## src/rtl/mips_pipe_pkg.sv

```systemverilog
// Shared definitions for the MIPS pipeline MEM/WB slice:
// handshake state encoding, default widths and the zero-register index.
package mips_pipe_pkg;

  localparam int DATA_W_DEF = 32;
  localparam logic [4:0] REG_ZERO = 5'd0;

  typedef enum logic [0:0] {
    IDLE = 1'b0,
    WAIT = 1'b1
  } dm_state_e;

  // Data memory is word addressed: clear the byte offset.
  function automatic logic [DATA_W_DEF-1:0] word_align(input logic [DATA_W_DEF-1:0] byte_addr);
    word_align = {byte_addr[DATA_W_DEF-1:2], 2'b00};
  endfunction

endpackage

```

## src/rtl/dm_handshake_fsm.sv

```systemverilog
// Data-memory req/ack handshake for the MEM stage.
// Holds the IDLE/WAIT state, latches address/store data/direction while an
// access is outstanding, and produces the stall and completion strobes.
// Optional macro MEM_TIMEOUT_EN adds an abort counter and a sticky error flag.
module dm_handshake_fsm
  import mips_pipe_pkg::*;
#(
  parameter int DATA_W         = DATA_W_DEF,
  parameter int TIMEOUT_CYCLES = 16,
  parameter int CNT_W          = 5
) (
  input  logic              clk,
  input  logic              rst,
  input  logic              memop_i,
  input  logic              we_i,
  input  logic [DATA_W-1:0] addr_i,
  input  logic [DATA_W-1:0] wdata_i,
  input  logic              dm_ack_i,
  output logic              dm_req_o,
  output logic              dm_we_o,
  output logic [DATA_W-1:0] dm_addr_o,
  output logic [DATA_W-1:0] dm_wdata_o,
  output logic              mem_stall_o,
  output logic              done_o,
  output logic              abort_o,
  output logic              mem_err_o
);

  dm_state_e         state_q, state_d;
  logic [DATA_W-1:0] addr_q, addr_d;
  logic [DATA_W-1:0] data_q, data_d;
  logic              we_q, we_d;
  logic              req_s, stall_s, timeout_s;

`ifdef MEM_TIMEOUT_EN
  logic [CNT_W-1:0] cnt_q;
  logic             err_q;

  assign timeout_s = (state_q == WAIT) && (cnt_q == CNT_W'(TIMEOUT_CYCLES));
  assign mem_err_o = err_q;

  // Count WAIT cycles without ack; restart from zero whenever idle.
  always_ff @(posedge clk or posedge rst) begin
    if (rst) begin
      cnt_q <= '0;
    end else if (state_q == IDLE) begin
      cnt_q <= '0;
    end else if (!dm_ack_i && !timeout_s) begin
      cnt_q <= cnt_q + CNT_W'(1);
    end else begin
      cnt_q <= cnt_q;
    end
  end

  // Sticky error: set by an abort (a real ack on the limit cycle wins).
  always_ff @(posedge clk or posedge rst) begin
    if (rst) begin
      err_q <= 1'b0;
    end else if (abort_o) begin
      err_q <= 1'b1;
    end else begin
      err_q <= err_q;
    end
  end
`else
  logic unused_cfg_s;
  assign unused_cfg_s = (TIMEOUT_CYCLES > 0) ^ (CNT_W > 0);
  assign timeout_s    = 1'b0;
  assign mem_err_o    = 1'b0;
`endif

  // Next state, latch updates and bus/stall decode.
  always_comb begin
    state_d    = state_q;
    addr_d     = addr_q;
    data_d     = data_q;
    we_d       = we_q;
    req_s      = 1'b0;
    stall_s    = 1'b0;
    done_o     = 1'b0;
    abort_o    = 1'b0;
    dm_we_o    = 1'b0;
    dm_addr_o  = '0;
    dm_wdata_o = '0;
    case (state_q)
      IDLE: begin
        if (memop_i) begin
          req_s      = 1'b1;
          dm_we_o    = we_i;
          dm_addr_o  = addr_i;
          dm_wdata_o = wdata_i;
          if (dm_ack_i) begin
            done_o = 1'b1;
          end else begin
            stall_s = 1'b1;
            state_d = WAIT;
            addr_d  = addr_i;
            data_d  = wdata_i;
            we_d    = we_i;
          end
        end else begin
          req_s = 1'b0;
        end
      end
      WAIT: begin
        req_s      = 1'b1;
        dm_we_o    = we_q;
        dm_addr_o  = addr_q;
        dm_wdata_o = data_q;
        if (dm_ack_i) begin
          done_o  = 1'b1;
          state_d = IDLE;
        end else if (timeout_s) begin
          done_o  = 1'b1;
          abort_o = 1'b1;
          state_d = IDLE;
        end else begin
          stall_s = 1'b1;
        end
      end
      default: begin
        state_d = IDLE;
      end
    endcase
  end

  // Request and stall fall the moment reset is applied, not at the next edge.
  assign dm_req_o    = req_s & ~rst;
  assign mem_stall_o = stall_s & ~rst;

  // State and request latches.
  always_ff @(posedge clk or posedge rst) begin
    if (rst) begin
      state_q <= IDLE;
      addr_q  <= '0;
      data_q  <= '0;
      we_q    <= 1'b0;
    end else begin
      state_q <= state_d;
      addr_q  <= addr_d;
      data_q  <= data_d;
      we_q    <= we_d;
    end
  end

endmodule

```

## src/rtl/mem_wb_stage.sv

```systemverilog
// MEM stage and MEM/WB pipeline register of the pipelined MIPS core.
// Forwards WB data into store data, runs the data-memory handshake and
// registers the write-back triple. Optional macro: MEM_TIMEOUT_EN.
module mem_wb_stage
  import mips_pipe_pkg::*;
#(
  parameter int DATA_W         = DATA_W_DEF,
  parameter int TIMEOUT_CYCLES = 16,
  parameter int CNT_W          = 5
) (
  input  logic              clk,
  input  logic              rst,
  input  logic              MEM_RegWrite,
  input  logic              MEM_MemtoReg,
  input  logic              MEM_MemWrite,
  input  logic [DATA_W-1:0] MEM_ALUorNPC,
  input  logic [DATA_W-1:0] MEM_wmData,
  input  logic [4:0]        MEM_rtAddr,
  input  logic [4:0]        MEM_wrAddr,
  output logic              dm_req,
  output logic              dm_we,
  output logic [DATA_W-1:0] dm_addr,
  output logic [DATA_W-1:0] dm_wdata,
  input  logic [DATA_W-1:0] dm_rdata,
  input  logic              dm_ack,
  output logic              mem_stall,
  output logic              mem_err,
  output logic              WB_RegWrite,
  output logic [4:0]        WB_wrAddr,
  output logic [DATA_W-1:0] WB_wdata
);

  logic              wb_regwrite_q;
  logic [4:0]        wb_wraddr_q;
  logic [DATA_W-1:0] wb_wdata_q, wb_wdata_d;
  logic              memop_s, fwd_s, done_s, abort_s;
  logic [DATA_W-1:0] st_data_s, word_addr_s;

  assign memop_s     = MEM_MemtoReg | MEM_MemWrite;
  assign fwd_s       = wb_regwrite_q & (wb_wraddr_q != REG_ZERO) & (wb_wraddr_q == MEM_rtAddr);
  assign st_data_s   = fwd_s ? wb_wdata_q : MEM_wmData;
  assign word_addr_s = {MEM_ALUorNPC[DATA_W-1:2], 2'b00};

  dm_handshake_fsm #(
    .DATA_W         (DATA_W),
    .TIMEOUT_CYCLES (TIMEOUT_CYCLES),
    .CNT_W          (CNT_W)
  ) u_fsm (
    .clk         (clk),
    .rst         (rst),
    .memop_i     (memop_s),
    .we_i        (MEM_MemWrite),
    .addr_i      (word_addr_s),
    .wdata_i     (st_data_s),
    .dm_ack_i    (dm_ack),
    .dm_req_o    (dm_req),
    .dm_we_o     (dm_we),
    .dm_addr_o   (dm_addr),
    .dm_wdata_o  (dm_wdata),
    .mem_stall_o (mem_stall),
    .done_o      (done_s),
    .abort_o     (abort_s),
    .mem_err_o   (mem_err)
  );

  // Write-back data select; an aborted load returns zero.
  always_comb begin
    wb_wdata_d = MEM_ALUorNPC;
    if (MEM_MemtoReg) begin
      wb_wdata_d = (done_s && abort_s) ? '0 : dm_rdata;
    end else begin
      wb_wdata_d = MEM_ALUorNPC;
    end
  end

  // MEM/WB register: capture when not stalled, insert a bubble otherwise.
  always_ff @(posedge clk or posedge rst) begin
    if (rst) begin
      wb_regwrite_q <= 1'b0;
      wb_wraddr_q   <= REG_ZERO;
      wb_wdata_q    <= '0;
    end else if (mem_stall) begin
      wb_regwrite_q <= 1'b0;
      wb_wraddr_q   <= wb_wraddr_q;
      wb_wdata_q    <= wb_wdata_q;
    end else begin
      wb_regwrite_q <= MEM_RegWrite;
      wb_wraddr_q   <= MEM_wrAddr;
      wb_wdata_q    <= wb_wdata_d;
    end
  end

  assign WB_RegWrite = wb_regwrite_q;
  assign WB_wrAddr   = wb_wraddr_q;
  assign WB_wdata    = wb_wdata_q;

endmodule

```

## config.mk

```make
export PLATFORM = sky130hd
export DESIGN_NAME = mem_wb_stage
export DESIGN_NICKNAME = d
export VERILOG_FILES = /design/src/rtl/mips_pipe_pkg.sv /design/src/rtl/dm_handshake_fsm.sv /design/src/rtl/mem_wb_stage.sv
export SDC_FILE = /design/constraint.sdc
export NUM_CORES = 1
export LEC_CHECK = 0
export BUFFER_PORTS_ARGS = -buffer_cell sky130_fd_sc_hd__buf_2
export CAP_MARGIN = 10
export CORE_ASPECT_RATIO = 1.2
export CORE_MARGIN = 5
export CORE_UTILIZATION = 52
export CTS_BUF_LIST = sky130_fd_sc_hd__clkbuf_4 sky130_fd_sc_hd__clkbuf_8
export CTS_CLUSTER_DIAMETER = 40
export CTS_CLUSTER_SIZE = 10
export DETAILED_ROUTE_END_ITERATION = 7
export PLACE_DENSITY_LB_ADDON = 0.3
export SLEW_MARGIN = 20
export SYNTH_ARGS = -nofsm -noshare
export SYNTH_HDL_FRONTEND = slang
export SYNTH_SLANG_ARGS = --single-unit
```

## constraint.sdc

```tcl
create_clock -name clk -period 3.84 [get_ports clk]
set_input_delay 0.576 -clock clk [delete_from_list [all_inputs] [get_ports clk]]
set_output_delay 0.576 -clock clk [all_outputs]
set_load 0.005 [all_outputs]
```

## Word-level counts from Yosys, hierarchy flattened

Index checks and enable logic that the tools add are counted.

| operators by class | value |
|---|---|
| equality and inequality tests | 1 |
| multiplexer cells | 14 |
| bitwise logic cells | 8 |
| reduce and logical (&&, ||, !) cells | 2 |

Operator list:

| kind | count |
|---|---|
| two-way mux 32 bit | 4 |
| one-hot mux 32 bit (2 select lines) | 2 |
| one-hot mux 1 bit (2 select lines) | 3 |
| == test 5 bit | 1 |
| two-way mux 1 bit | 5 |
| nonzero test 5 bit | 1 |
| bitwise AND 1 bit | 4 |
| NOT 1 bit | 3 |
| AND reduction 3 bit | 1 |
| OR 1 bit | 1 |

| word-level totals | value |
|---|---|
| register bits after elaboration | 102 |
| input bits | 112 |
| output and inout bits | 106 |
| logic and storage cells | 32 |

## Depth between registers and ports, before layout

| logic depth | value |
|---|---|
| word-level depth | 6 |
| mapped depth | 9 |
| mapped depth without buffers | 4 |

## By module

From an unflattened synthesis, not the netlist that was laid out.

| unflattened totals | value |
|---|---|
| cell total of the unflattened synthesis | 537 |
| area total of the unflattened synthesis | 5624.1 um^2 |

By module, submodules not included:

| module | instances | cells each | area each (um^2) | sequential area each (um^2) |
|---|---|---|---|---|
| dm_handshake_fsm | 1 | 302 | 3290.7 | 1651.6 |
| mem_wb_stage | 1 | 235 | 2333.5 | 950.9 |

## Worst setup path before layout

No wires, ideal clock.

| timing path | value |
|---|---|
| path kind | in2out |
| start point | input port MEM_MemtoReg |
| end point | output port dm_wdata[21] |
| data arrival time | 1.657 ns |
| required time | 3.264 ns |
| setup slack | 1.607 ns |
| stages | 7 |
| buffers on the path | 4 |
| path through | buf_2 > o21ba_2 > buf_4 > buf_2 > clkbuf_1 > o211ai_1 > o211ai_1 |

| between the ends | value |
|---|---|
| cells in the longest elaborated chain, start to end | 3 |

Ends and longest elaborated chain:

| item | line | text |
|---|---|---|
| start: declaration | mem_wb_stage.sv:14 | `input logic MEM_MemtoReg,` |
| OR 1 bit | mem_wb_stage.sv:39 | `assign memop_s = MEM_MemtoReg \| MEM_MemWrite;` |
| two-way mux 32 bit | dm_handshake_fsm.sv:87 | `if (memop_i) begin` |
| one-hot mux 32 bit (2 select lines) | dm_handshake_fsm.sv:85 | `case (state_q)` |
| end: declaration | mem_wb_stage.sv:23 | `output logic [DATA_W-1:0] dm_wdata,` |

Every way passes these cells.

## Worst setup path after layout

| timing path | value |
|---|---|
| start point | register wb_wraddr_q[2] (netlist: WB_wrAddr[2]) |
| end point | output port dm_wdata[14] |

| between the ends | value |
|---|---|
| cells in the longest elaborated chain, start to end | 6 |
| elaborated cells on any way between the ends | 7 |
| those cells by class | eq/ne (1); mux (3); bitwise (2); reduce/logical (1) |

Ends and longest elaborated chain:

| item | line | text |
|---|---|---|
| start: declaration | mem_wb_stage.sv:34 | `logic [4:0] wb_wraddr_q;` |
| start signal: assignment | mem_wb_stage.sv:84 | `wb_wraddr_q <= wb_wraddr_q;` |
| start signal: assignment | mem_wb_stage.sv:88 | `wb_wraddr_q <= MEM_wrAddr;` |
| nonzero test 5 bit | mem_wb_stage.sv:40 | `assign fwd_s = wb_regwrite_q & (wb_wraddr_q != REG_ZERO) & (wb_wraddr_q == MEM_rtAddr);` |
| bitwise AND 1 bit | mem_wb_stage.sv:40 |  |
| bitwise AND 1 bit (*) | mem_wb_stage.sv:40 |  |
| two-way mux 32 bit (*) | mem_wb_stage.sv:41 | `assign st_data_s = fwd_s ? wb_wdata_q : MEM_wmData;` |
| two-way mux 32 bit (*) | dm_handshake_fsm.sv:87 |  |
| one-hot mux 32 bit (2 select lines) (*) | dm_handshake_fsm.sv:85 |  |

Mark *: on every way between the ends. The rest lies on a longest branch, timed or not.

==> key figures <==
Clock tree
  – Clock transition at the register clock pins on the worst setup and hold paths after CTS: 100 ps
  – Later-pin clock latency in the skew report: 370 ps
  – Clk sinks: ~100
  – CTS tree: yes
  – Hold-fix buffers at CTS: 0
  – TritonCTS Buffers: 9
  – CTS-repair resized insts: 0
  – Post-CTS setup repair buffer count: 0
  – Total number of H-tree levels: 3
  – Cell at the root of the clock tree: sky130_fd_sc_hd__clkbuf_8
  – Largest buffer count on any clock path: 2

Logic synthesis
  – Number of register bits inferred by synthesis: 102
  – Cell count after synthesis: 628
  – Mapped Area: 0.00621 sq mm
  – EDFF count, synth: 0
  – Ys Warns: 0
  – Sequential-to-total area share from yosys stat: 41.1%
  – Post-synth ARST share: 100%
  – Distinct cells, synth: 33
  – Commonest cells in the synthesized netlist: sky130_fd_sc_hd__dfrtp_1, sky130_fd_sc_hd__o211ai_1, sky130_fd_sc_hd__clkbuf_1
  – Syn avg cell area: 9.89 sq um
  – Count leader, synth: sky130_fd_sc_hd__dfrtp_1
  – Area share of the largest cell type after synthesis: 41.1%
  – Top post-synthesis cells by area: sky130_fd_sc_hd__dfrtp_1, sky130_fd_sc_hd__o211ai_1, sky130_fd_sc_hd__mux2_4, sky130_fd_sc_hd__mux2i_1, sky130_fd_sc_hd__a32oi_1
  – Dominant synthesized flop cell: sky130_fd_sc_hd__dfrtp_1
  – Biggest area consumer among synthesized cells: sky130_fd_sc_hd__dfrtp_1

Place
  – Worst slack after detailed placement: roughly 860 ps
  – Post-detailed-placement half-perimeter wirelength: approximately 13 mm
  – Instance area after placement: 0.00725 sq mm
  – RePlAce Congestion: 0.840
  – Port Buffers: about 210

Global route
  – Vias in the first global route: ~6000
  – Antenna violations before repair: 1
  – Largest net degree at the start of global routing: 81
  – Wire length of the first global-routing pass: 30.3 mm
  – Global-route usage over all layers: a little over a quarter
  – GRT overflow: 0

Worst setup path
  – FF-to-FF setup slack: ~1300 ps
  – Most repeated library cell on the critical path: sky130_fd_sc_hd__o211ai_1
  – Worst-path cell with the longest stage delay: sky130_fd_sc_hd__nand3_1
  – Required time at the worst-slack endpoint: 3260 ps
  – Worst-path fanout max: 18
  – Cell depth of the worst setup path: 6
  – CP endpoint kind: output port
  – Number of buffer and inverter stages on the critical path: 2
  – Worst Reg2Reg Path Length in Cells: 4
  – Critical Path AT: about 2500 ps
  – Worst reg2reg path endpoint: u_fsm.addr_q[20]$_DFFE_PP0P_
  – Delay of the slowest cell on the worst path: approximately 550 ps
  – Top cell family by delay on the critical path: buffers and inverters
  – Cell-by-cell listing of the critical path: xnor2_1 > nand3_1 > buf_4 > o211ai_1 > o211ai_1 > buf_2
  – Reg-to-Reg Start: u_fsm.state_q$_DFF_PP0_
  – Kind of launch point of the worst setup path: register
  – Worst Path Class, Setup: reg2out

Finish
  – Area growth from synthesis to final layout: 20.3%
  – Number of nets in the layout: roughly 900
  – Finished Cell Area: roughly 0.0075 sq mm
  – Proportion of layout cells with a drive suffix above 1: 36.9%

Status
  – Status: finished clean

Timing
  – Worst Clk Skew: 14.3 ps
  – Highest clock rate: 0.324 GHz
  – Final Max Slew Viols: 0
  – Final setup viols: 0
  – Worst slew margin relative to its limit: a little under half
  – Worst Setup Slack, final: between 700 and 800 ps
  – Pin slew with the least headroom to its limit: 815 ps
  – Setup TNS: 0 ps
  – Setup repair after global routing missed its margin: no
  – Share of the cycle needed by the critical path after routing: 80.4%
  – Post-layout minimum cycle time: 3090 ps
  – Number of endpoints with negative hold slack in the final report: 0

Power and ir drop
  – Worst vdd rail ir drop: 0.257 mV
  – Leak: around 3.2 nW
  – Areal power density over the cells: 401 mW/mm^2

Die
  – Die width: 110 microns
  – Die area: 0.0142 sq mm
  – Vertical die dimension: roughly 130 microns
  – Row cnt: 43
  – Ports: around 220
  – Area inside the core boundary: 0.0116 sq mm
  – Initial core utilization: a little over half

Route
  – Post-route DRC violation count: 0
  – TritonRoute pass-1 iters: 5
  – Post-DRT Antenna Nets: 0
  – Violation count after the first detailed-route iteration: 425
  – Count of vias placed by the detailed router: 6088
  – Final routed wirelength across all metal layers: 19.4 mm
  – Number of vias per cell after detailed routing: 6.38
  – Drt wl/cell: 20.3 microns

Min path
  – Hold WC Path Type: in2async

Job
  – Max cap viols: 0
==> layout make-up <==
cell class                 count  area (sq um)
clock inverter                 6          86.3
inverter                       1          8.76
sequential                   102          2550
antenna                        1          2.50
clock buffer                  10           131
timing repair buffer         232          1220
multi-input combinational    445          3270
fill                        1000          4150
tap                          157           196
==> worst reg2reg max path: cells and delay by family (launching register included) <==
| family | cells | cell delay (ps) |
|---|---|---|
| flip-flops | 1 | 420 |
| AND/OR/NAND/NOR | 1 | 290 |
| buffers and inverters | 1 | 640 |
| AO/OA/AOI/OAI | 1 | 720 |
| multiplexers | 1 | 390 |
==> where the power goes <==
part	internal (W)	leakage (nW)	switching [W]
sequential	0.00123	1.18	0.000124
combinational	0.000411	1.93	0.000476
clock	0.000374	0.110	0.000379
total	0.00202	3.22	0.000978
==> placed cells by master (no fill, tap or decap), types with 6 or more instances in the layout <==
master	count
sky130_fd_sc_hd__o211ai_1	64
sky130_fd_sc_hd__mux2_2	6
sky130_fd_sc_hd__nand2_1	35
sky130_fd_sc_hd__a31oi_1	32
sky130_fd_sc_hd__mux2i_1	32
sky130_fd_sc_hd__a32oi_1	32
sky130_fd_sc_hd__dfrtp_1	101
sky130_fd_sc_hd__o31ai_1	32
sky130_fd_sc_hd__buf_4	17
sky130_fd_sc_hd__buf_2	214
sky130_fd_sc_hd__clkbuf_8	9
sky130_fd_sc_hd__o21ai_0	32
sky130_fd_sc_hd__a22o_1	30
sky130_fd_sc_hd__nor2_1	34
sky130_fd_sc_hd__mux2_4	31
sky130_fd_sc_hd__nand3_1	34
sky130_fd_sc_hd__nand4_1	32
==> metal layers <==
metal / vias up / GRT usage, % / routed length (microns)
li1: 2766 / - / -
met2: 312 / 44.4 / 9700
met4: 0 / 10.5 / 505
met3: 40 / 4.65 / 1550
met5: - / 0 / 0
met1: 2970 / 34.5 / 7600
==> worst max path at each step <==
| stage | from | to | slack (ps) |
|---|---|---|---|
| after detailed placement | MEM_rtAddr[0] | dm_wdata[14] | 860 |
| after global placement | MEM_rtAddr[2] | dm_wdata[27] | 970 |
| after CTS | WB_wrAddr[2]$_DFFE_PP0N_ | dm_wdata[14] | 740 |
| final | WB_wrAddr[2]$_DFFE_PP0N_ | dm_wdata[14] | 750 |
| after global routing | WB_wrAddr[2]$_DFFE_PP0N_ | dm_wdata[23] | 560 |
| after floorplan | rst | WB_RegWrite$_DFF_PP0_ | 590 |
==> metrics by stage <==
step           utilization (%)  power [W]  hold slack, ps  cells
2_1_floorplan                -    0.00190             476    630
3_3_place_gp              62.3    0.00222             495    937
3_5_place_dp              62.4    0.00226             495    937
4_1_cts                   64.2    0.00300             421    953
5_1_grt                   64.3    0.00315             424    954
6_report                  64.3    0.00300             378    954
==> state kept, by name (all words and copies together), names as in the netlist <==
name / cells
WB_RegWrite: 1
u_fsm.state_q: 1
u_fsm.we_q: 1
u_fsm.addr_q: 30
u_fsm.data_q: 32
WB_wrAddr: 5
WB_wdata: 32
==> cells by family (layout without fill, tap and decap cells) <==
family	count (synthesis)	after routing	synth area share (%)
AOI/OAI and AO/OA	225	225	26.6
xor gates and xnor gates	4	4	0.564
buffers and inverters	83	249	6.71
DFF	102	102	41.1
muxes	69	69	13.7
other	1	4	0.0604
and+or+nand+nor	144	144	11.3
Power figures use the tool's default switching activity.
